File: src/rtl/map_pkg.sv
// Shared types and constants for the tile map RAM and its write-port arbiter.
package map_pkg;

  localparam int MAP_ROWS = 30;
  localparam int MAP_COLS = 40;
  localparam int TILE_W   = 4;
  localparam int ROW_W    = 160;

  typedef logic [TILE_W-1:0] tile_t;
  typedef logic [ROW_W-1:0]  row_t;

  typedef enum logic [2:0] {
    IDLE   = 3'd0,
    READ   = 3'd1,
    MODIFY = 3'd2,
    WRITE  = 3'd3,
    DONE   = 3'd4,
    ERR    = 3'd5
  } arb_state_t;

  // Bit position of the LSB of tile x within a row; x=0 is the MSB nibble.
  function automatic int unsigned nib_lsb(input logic [5:0] x);
    return ROW_W - TILE_W - TILE_W * int'(x);
  endfunction

endpackage

File: src/rtl/map_tile_arbiter_rr_arbiter.sv
// Request arbiter for the tile map write port.
// Default: round-robin starting at ptr. With MAP_TILE_ARB_FIXED_PRIO_EN
// defined the lowest set index always wins and ptr is ignored.
module rr_arbiter #(
  parameter int NUM_REQ = 3,
  parameter int IDX_W   = (NUM_REQ > 1) ? $clog2(NUM_REQ) : 1
) (
  input  logic [NUM_REQ-1:0] req,
  input  logic [IDX_W-1:0]   ptr,
  output logic [NUM_REQ-1:0] grant,
  output logic [IDX_W-1:0]   grant_idx
);

`ifdef MAP_TILE_ARB_FIXED_PRIO_EN
  logic unused_ptr;
  assign unused_ptr = ^ptr;
`endif

  // Pick the winner: first set bit at/after ptr, then wrap to the lowest set bit.
  always_comb begin
    logic found;
    // NOTE: every output gets a default before any branch, so no latch can be inferred.
    found     = 1'b0;
    grant_idx = '0;
`ifndef MAP_TILE_ARB_FIXED_PRIO_EN
    for (int i = 0; i < NUM_REQ; i++) begin
      if (!found && req[i] && (IDX_W'(i) >= ptr)) begin
        grant_idx = IDX_W'(i);
        found     = 1'b1;
      end
    end
`endif
    for (int i = 0; i < NUM_REQ; i++) begin
      if (!found && req[i]) begin
        grant_idx = IDX_W'(i);
        found     = 1'b1;
      end
    end
    grant            = '0;
    grant[grant_idx] = found;
  end

endmodule

File: src/rtl/map_tile_arbiter.sv
// Owner of the tile map RAM write port (port B). Serialises single-tile
// read-modify-write updates from several requesters and returns the
// replaced tile code. Optional build macro: MAP_TILE_ARB_FIXED_PRIO_EN
// (strict fixed priority instead of round-robin).
module map_tile_arbiter
  import map_pkg::*;
#(
  parameter int NUM_REQ = 3,
  parameter int ROWS    = MAP_ROWS,
  parameter int COLS    = MAP_COLS,
  parameter int RD_LAT  = 1
) (
  input  logic                 CLOCK_50,
  input  logic                 reset,
  input  logic [NUM_REQ-1:0]   req,
  input  logic [NUM_REQ*6-1:0] req_x,
  input  logic [NUM_REQ*5-1:0] req_y,
  input  logic [NUM_REQ*4-1:0] req_tile,
  output logic [NUM_REQ-1:0]   done,
  output logic                 err,
  output logic [3:0]           old_tile,
  output logic                 busy,
  output logic [4:0]           ram_addr,
  output logic [159:0]         ram_wrdata,
  output logic                 ram_wren,
  input  logic [159:0]         ram_rddata
);

  localparam int IDX_W = (NUM_REQ > 1) ? $clog2(NUM_REQ) : 1;

  arb_state_t state_q, state_d;
  logic [IDX_W-1:0]   ptr_q, ptr_d;
  logic [IDX_W-1:0]   gidx_q, gidx_d;
  logic [5:0]         x_q, x_d;
  tile_t              tile_q, tile_d;
  logic [1:0]         rd_cnt_q, rd_cnt_d;
  logic [NUM_REQ-1:0] done_q, done_d;
  logic               err_q, err_d;
  tile_t              old_tile_q, old_tile_d;
  logic               busy_q, busy_d;
  logic [4:0]         ram_addr_q, ram_addr_d;
  row_t               ram_wrdata_q, ram_wrdata_d;
  logic               ram_wren_q, ram_wren_d;

  logic [NUM_REQ-1:0] arb_grant;
  logic [IDX_W-1:0]   arb_idx;
  logic [5:0]         sel_x;
  logic [4:0]         sel_y;
  tile_t              sel_tile;
  logic [7:0]         nib_sh;

  rr_arbiter #(.NUM_REQ(NUM_REQ), .IDX_W(IDX_W)) u_arb (
    .req       (req),
    .ptr       (ptr_q),
    .grant     (arb_grant),
    .grant_idx (arb_idx)
  );

  assign sel_x    = req_x[int'(arb_idx)*6 +: 6];
  assign sel_y    = req_y[int'(arb_idx)*5 +: 5];
  assign sel_tile = req_tile[int'(arb_idx)*4 +: 4];
  assign nib_sh   = 8'(nib_lsb(x_q));

  // Next-state and registered-output logic of the read-modify-write sequencer.
  always_comb begin
    state_d      = state_q;
    ptr_d        = ptr_q;
    gidx_d       = gidx_q;
    x_d          = x_q;
    tile_d       = tile_q;
    rd_cnt_d     = rd_cnt_q;
    done_d       = '0;
    err_d        = 1'b0;
    old_tile_d   = old_tile_q;
    ram_addr_d   = ram_addr_q;
    ram_wrdata_d = ram_wrdata_q;
    ram_wren_d   = 1'b0;

    case (state_q)
      IDLE: begin
        if (|req) begin
          gidx_d = arb_idx;
          x_d    = sel_x;
          tile_d = sel_tile;
          if (int'(sel_x) >= COLS || int'(sel_y) >= ROWS) begin
            // Out-of-range request: complete immediately with err, no RAM access.
            state_d    = ERR;
            done_d     = arb_grant;
            err_d      = 1'b1;
            old_tile_d = '0;
          end else begin
            state_d    = READ;
            ram_addr_d = sel_y;
            rd_cnt_d   = 2'(RD_LAT - 1);
          end
        end
      end
      READ: begin
        if (rd_cnt_q == 2'd0) state_d = MODIFY;
        else                  rd_cnt_d = rd_cnt_q - 2'd1;
      end
      MODIFY: begin
        old_tile_d   = tile_t'(ram_rddata >> nib_sh);
        ram_wrdata_d = (ram_rddata & ~(row_t'({TILE_W{1'b1}}) << nib_sh))
                     | (row_t'(tile_q) << nib_sh);
        ram_wren_d   = 1'b1;
        state_d      = WRITE;
      end
      WRITE: begin
        done_d[gidx_q] = 1'b1;
        state_d        = DONE;
      end
      DONE, ERR: begin
        ptr_d   = (gidx_q == IDX_W'(NUM_REQ - 1)) ? '0 : gidx_q + 1'b1;
        state_d = IDLE;
      end
      default: state_d = IDLE;
    endcase

    busy_d = (state_d != IDLE);
  end

  // State and output registers with synchronous active-high reset.
  always_ff @(posedge CLOCK_50) begin
    // NOTE: sequential state uses non-blocking assignments so every flop samples pre-edge values.
    if (reset) begin
      state_q      <= IDLE;
      ptr_q        <= '0;
      gidx_q       <= '0;
      x_q          <= '0;
      tile_q       <= '0;
      rd_cnt_q     <= '0;
      done_q       <= '0;
      err_q        <= 1'b0;
      old_tile_q   <= '0;
      busy_q       <= 1'b0;
      ram_addr_q   <= '0;
      ram_wrdata_q <= '0;
      ram_wren_q   <= 1'b0;
    end else begin
      state_q      <= state_d;
      ptr_q        <= ptr_d;
      gidx_q       <= gidx_d;
      x_q          <= x_d;
      tile_q       <= tile_d;
      rd_cnt_q     <= rd_cnt_d;
      done_q       <= done_d;
      err_q        <= err_d;
      old_tile_q   <= old_tile_d;
      busy_q       <= busy_d;
      ram_addr_q   <= ram_addr_d;
      ram_wrdata_q <= ram_wrdata_d;
      ram_wren_q   <= ram_wren_d;
    end
  end

  assign done       = done_q;
  assign err        = err_q;
  assign old_tile   = old_tile_q;
  assign busy       = busy_q;
  assign ram_addr   = ram_addr_q;
  assign ram_wrdata = ram_wrdata_q;
  assign ram_wren   = ram_wren_q;

endmodule

File: config.mk
export PLATFORM = sky130hd
export DESIGN_NAME = map_tile_arbiter
export DESIGN_NICKNAME = d
export VERILOG_FILES = /design/src/rtl/map_pkg.sv /design/src/rtl/map_tile_arbiter_rr_arbiter.sv /design/src/rtl/map_tile_arbiter.sv
export SDC_FILE = /design/constraint.sdc
export NUM_CORES = 1
export LEC_CHECK = 0
export CAP_MARGIN = 20
export CORE_MARGIN = 2
export CORE_UTILIZATION = 45
export DETAILED_ROUTE_END_ITERATION = 6
export PLACE_DENSITY_LB_ADDON = 0.15
export SETUP_SLACK_MARGIN = 0.1
export SLEW_MARGIN = 20
export SYNTH_ARGS = -nofsm -noshare
export SYNTH_HDL_FRONTEND = slang
export SYNTH_SLANG_ARGS = --single-unit
File: constraint.sdc
create_clock -name CLOCK_50 -period 3.4 [get_ports CLOCK_50]
set_input_delay 0.68 -clock CLOCK_50 [delete_from_list [all_inputs] [get_ports CLOCK_50]]
set_output_delay 0.68 -clock CLOCK_50 [all_outputs]
set_load 0.05 [all_outputs]
---- Word-level counts from Yosys, hierarchy flattened ----
Index checks and enable logic that the tools add are counted.
word-level totals
  input bits .............................. 210
  output and inout bits ................... 175
  bits in registers ....................... 194
  word-level logic and storage cells ...... 110
operators by class
  reductions and logical operators ........ 28
  muxes and demuxes ....................... 32
  magnitude comparators ................... 9
  $add $sub $neg .......................... 3
  eq/ne operators ......................... 10
  bitwise operators ....................... 7
  $mul .................................... 2
  shift-type cells ........................ 6
operators by type and width
  kind                   number
  $and 160x160->160      1
  $not 160->160          1
  $or 160x160->160       1
  $shl 4x8->160          1
  $shl 4x8->160 const A  1
  $shr 160x8->4          1
  $shiftx 18x6->6        1
  $mux 2                 8
  $mux 3                 5
  $shiftx 15x6->5        1
  $pmux 3 s4             1
  $shiftx 12x5->4        1
  $mux 1                 11
  $logic_and 1x1->1      10
  $mux 4                 2
  $ne 2x2->1 const B     4
  $pmux 4 s2             1
  $sub 8x8->8 const A    1
  $eq 3x2->1 const B     2
  $eq 3x3->1 const B     2
  $ge 6x6->1 const B     1
  $lt 2x3->1 const B     2
  $pmux 3 s2             1
  $reduce_and 3->1       2
  24 further kinds       35

---- Depth between registers and ports, before layout ----
  depth after elaboration ................. 28
  depth in mapped cells ................... 12
  gate-level depth less buffers ........... 9

---- Modules after synthesis ----
From an unflattened synthesis, not the netlist that was laid out.
unflattened totals
  cell total of the unflattened synthesis .. 1265
  area, all modules ....................... 10457.5 µm²
modules (own cells, without submodules)
  module            instances  cells an instance  area an instance (µm²)  sequential area each (µm²)
  map_tile_arbiter  1          1252               10363.7                 3883.7
  rr_arbiter        1          13                 93.8                    0.0

---- Least setup slack after synthesis ----
Ideal clock, no wire load.
  path type ............................... register to register
  start point ............................. register x_q[3]
  end point ............................... register old_tile_q[0], in the netlist old_tile[0]
  library setup time ...................... 103 ps
  slack ................................... 883 ps
  stages on the path, launching flop included .. 13
  arrival ................................. 2414 ps
  required time ........................... 3297 ps
  clock period less this slack ............ 2517 ps
  buffers on the path ..................... 3
  cells stage by stage .................... dfxtp_1 > buf_2 > inv_1 > buf_2 > ha_1 > xnor2_1 > nand2_1 > nor2_1 > clkbuf_1 > o21ai_0 > a211oi_1 > nor3_1 > a2111oi_2
on the way
  longest elaborated chain between the ends .. 3
RTL lines
  what                    line                     text
  from (decl)             map_tile_arbiter.sv:34   logic [5:0] x_q, x_d;
  from (signal assigned)  map_tile_arbiter.sv:130  x_q <= '0;
  from (signal assigned)  map_tile_arbiter.sv:144  x_q <= x_d;
  $sub 8x8->8             map_pkg.sv:23            return ROW_W - TILE_W - TILE_W * int'(x);
  $shr 160x8->4           map_tile_arbiter.sv:103  old_tile_d = tile_t'(ram_rddata >> nib_sh);
  $pmux 4 s2              map_tile_arbiter.sv:79   case (state_q)
  to (signal assigned)    map_tile_arbiter.sv:149  old_tile_q <= old_tile_d;
  to (decl)               map_tile_arbiter.sv:39   tile_t old_tile_q, old_tile_d;
No other way between the ends.
A chain may end at the register's enable or synchronous reset.

---- Worst setup path after layout ----
  start point ............................. register x_q[2]
  end point ............................... register ram_wrdata_q[45], in the netlist ram_wrdata[45]
on the way
  longest elaborated chain between the ends .. 5
  elaborated cells on any way between the ends .. 6
  classes of those cells .................. add/sub (1); shift (2); bitwise (3)
RTL lines
  what                  line                     text
  $sub 8x8->8 (*)       map_pkg.sv:23
  $shl 4x8->160         map_tile_arbiter.sv:104  ram_wrdata_d = (ram_rddata & ~(row_t'({TILE_W{1'b1}}) << nib_sh))
  $not 160->160         map_tile_arbiter.sv:104
  $and 160x160->160     map_tile_arbiter.sv:104
  $or 160x160->160 (*)  map_tile_arbiter.sv:105  | (row_t'(tile_q) << nib_sh);
  to (signal assigned)  map_tile_arbiter.sv:152  ram_wrdata_q <= ram_wrdata_d;
  to (decl)             map_tile_arbiter.sv:42   row_t ram_wrdata_q, ram_wrdata_d;
Mark *: on every way between the ends. The rest lies on a longest branch, timed or not.

==> metrics <==
status finished clean; vias in the first global route around 11,000; Synth top area share 37.35%; startpoint type of the worst setup path flop; LEAKAGE 5.179 nW; YS warnings 0; multi-input combinational cell area 5993 um^2; I/O Pins 385; crit-path most repeated cell nand2_1; wire length per cell 22.53 um; DRC viols 0; r2r setup slk roughly 490 ps; WL final approximately 42 mm; Core ar. between 20,000 and 25,000 um^2; Post-Synth Simple-Gate Area between 20% and 30%; RD Place Congestion 0.9057; Worst Tran Pin Value between 1000 and 1500 ps; worst r2r src x_q[2]; Final Power between 8 and 9 mW; Gate power share around 42%; Post-synth EDFFs 0; Filler cells between 1,500 and 2,000; Commonest cells post-synth nor2_1, dfxtp_1, nand2_1, clkbuf_1, a311oi_1; Die W about 160 um; largest net degree at the start of global routing around 130; register area between 3000 and 4000 um^2; post-CTS setup buffers 0; grt ovf 0; Max Cap Violations 0; Register-to-Register Path Depth 5; final worst path period share 85.59%; Sink Count between 150 and 200; Layout area overhead 44.62%; antenna violations before repair 0; Worst setup EP type flop; crit path max fanout 20; Synth Area in Adders less than 1%; Inserted Clock Buffers 17; crit-path cells clkinv_1, nor2_2, nand2_1, nand2_1, a311oi_1; Min-Delay Endpoint ram_addr[2]; post-synth top area cell dfxtp_1; cell-internal power roughly 5 mW; Setup Total Neg Slack 0 ps; Final HPWL DP 30.35 mm; global-route wire length before repair 62.40 mm; fin cells roughly 1,800; die height ~160 um; Root Driver clkbuf_16; synth unique cells 60; Hold Crit Depth 2; DRT Pass-1 Iters 6; fraction of registers with async set/reset 0%; Pwr Density 586.3 nW/um^2; slack of the critical path just under 500 ps; Nets between 1,500 and 2,000; slowest stage delay, CP ~900 ps; clk_lat worst skew 440 ps; Arrival @ worst endpoint 3210 ps; post-synthesis sequential area ratio 37.35%; xor/xnor share of the synthesized area less than 1%; Gate Count Post-Synth 1,241; Mapped Nets 1,453; DP Cell Count 1,814; VDD IR max 0.0003806 V; Post-CTS Hold Fix Bufs 0; Starting Density ~46%; Clock Skews between 10 and 15 ps; share of layout cells above drive strength 1 8.456%; worst reg2reg endpoint ram_wrdata[45]; final hold vios 0; largest family of logic cells by synthesized area simple AND/OR/NAND/NOR gates; All-Layer GR Usage 33.39%; CTS tree built; Port Buffers 384; clock-pin slew on the worst setup and hold paths ~70 ps; Std-Cell Rows 55; drt via density roughly 6.0; crit path max-delay cell type nor2_2; DR iter-0 viols approximately 850; final-report max-slew violation count 0; Setup crit start x_q[2]; Reg power frac about a third; crit path time final slightly below 3000 ps; sw power approximately 3.8 mW; crit path kind reg -> reg; final setup fails 0; Main synth FF type dfxtp_1; syn_area_per_cell 8.378 um^2; CP required between 3000 and 4000 ps; ANT nets after route 0; RSZ-0062 raised after global routing false; mapped cell area between 10,000 and 15,000 um^2; normalized max-slew margin ~20%; pre-CTS setup slack 135.7 ps; CP Buf/Inv Count 1; Die ar. 24,340 um^2; n_diodes 0; Clock power frac about a quarter; CTS resizes 0; FMAX roughly 340 MHz; Synth Area in Compound Gates 20.71%; #FFs+latches synth 194; via count ~11,000; CTS H-Tree Depth 4; clk buf depth 2; most common cell in the netlist nor2_1; top post-synthesis cells by area dfxtp_1, a311oi_1, nor2_1, mux2i_1, mux4_2; Switching Share approximately 43%; mux contribution to synthesized area between 10% and 20%; hold wc startpoint ram_addr[2]; Hold WC Path Type reg -> reg; delay-heaviest family, CP simple AND/OR/NAND/NOR gates
[area by class of cell]
class / count / share of cell area [%]
clock buffers: 18 / 2.854
clock inverters: 14 / 1.098
inverters: 7 / 0.1747
flip-flops and latches: 194 / 25.91
repair buffers: 419 / 27.73
well taps: 285 / 2.371
multi-input cells: 909 / 39.86
[stage by stage]
step                util (%)  hold WS [ps]  cell area (um^2)
global placement       63.77         484.4             14440
global route           66.42         515.8             15040
CTS                    66.39         481.2             15030
detailed placement     63.77         468.8             14440
finish                 66.42         485.7             15040
floorplan                  -         464.9             10400
[routing by layer]
layer	routed length, um	up-vias	global-route usage, %
met1	16540	5276	42.45
met4	1318	0	12.84
met3	3909	85	7.028
met5	0	-	0
met2	19830	583	55.75
li1	-	5203	-
[cell usage in the layout, fill, tap and decap left out, types with 5 or more instances in the layout]
cell type,Yosys,routed
a211oi_1,72,72
a21oi_1,16,16
a311oi_1,100,100
buf_12,0,5
buf_4,4,30
clkbuf_16,0,17
clkdlybuf4s50_1,0,383
dfxtp_1,194,188
inv_1,6,6
mux2i_1,79,79
mux4_2,32,32
nand2_1,159,159
nand2b_1,10,10
nand3_1,85,85
nand3b_1,5,5
nor2_1,216,211
nor2_2,1,5
nor2b_1,5,5
nor3_1,8,7
o211ai_1,5,5
o21ai_0,39,39
o22ai_1,5,5
[worst min-delay path, stage by stage (launching register included)]
cell and delay, ps:
dfxtp_1 330, nand2b_1 70, o21ai_1 50
[worst max-delay path by stage]
| stage | slack, ps | cells after the start | end |
|---|---|---|---|
| floorplan | 880 | 12 | old_tile[0] |
| global placement | 190 | 8 | old_tile[2] |
| detailed placement | 140 | 8 | old_tile[2] |
| CTS | 510 | 5 | ram_wrdata[45] |
| global route | 270 | 8 | ram_wrdata[15] |
| finish | 490 | 5 | ram_wrdata[45] |
[power groups by stage]
stage / Combinational, mW / Sequential [mW] / Clock [mW]
6_report: 3.74 / 3.01 / 2.07
5_1_grt: 3.95 / 3.05 / 2.16
4_1_cts: 3.72 / 3.00 / 2.09
3_5_place_dp: 3.71 / 3.05 / 0
3_3_place_gp: 3.68 / 3.05 / 0
2_1_floorplan: 1.55 / 3.75 / 0
[kinds of logic after synthesis]
family	count (synthesis)
flip-flops	194
XOR/XNOR	1
buffers and inverters	138
adder cells (fa/ha/maj)	2
multiplexers	112
AO/OA/AOI/OAI	276
AND/OR/NAND/NOR	518
[state kept, by name, indices dropped and copies added (netlist names)]
| signal | count |
|---|---|
| ram_wrdata | 160 |
| tile_q | 4 |
| state_q | 3 |
| busy | 1 |
| x_q | 6 |
| ram_addr | 5 |
| rd_cnt_q | 2 |
| old_tile | 4 |
| err | 1 |
| ram_wren | 1 |
| done | 3 |
| gidx_q | 2 |
| ptr_q | 2 |
Note: power is estimated with default switching activity, not from simulation.
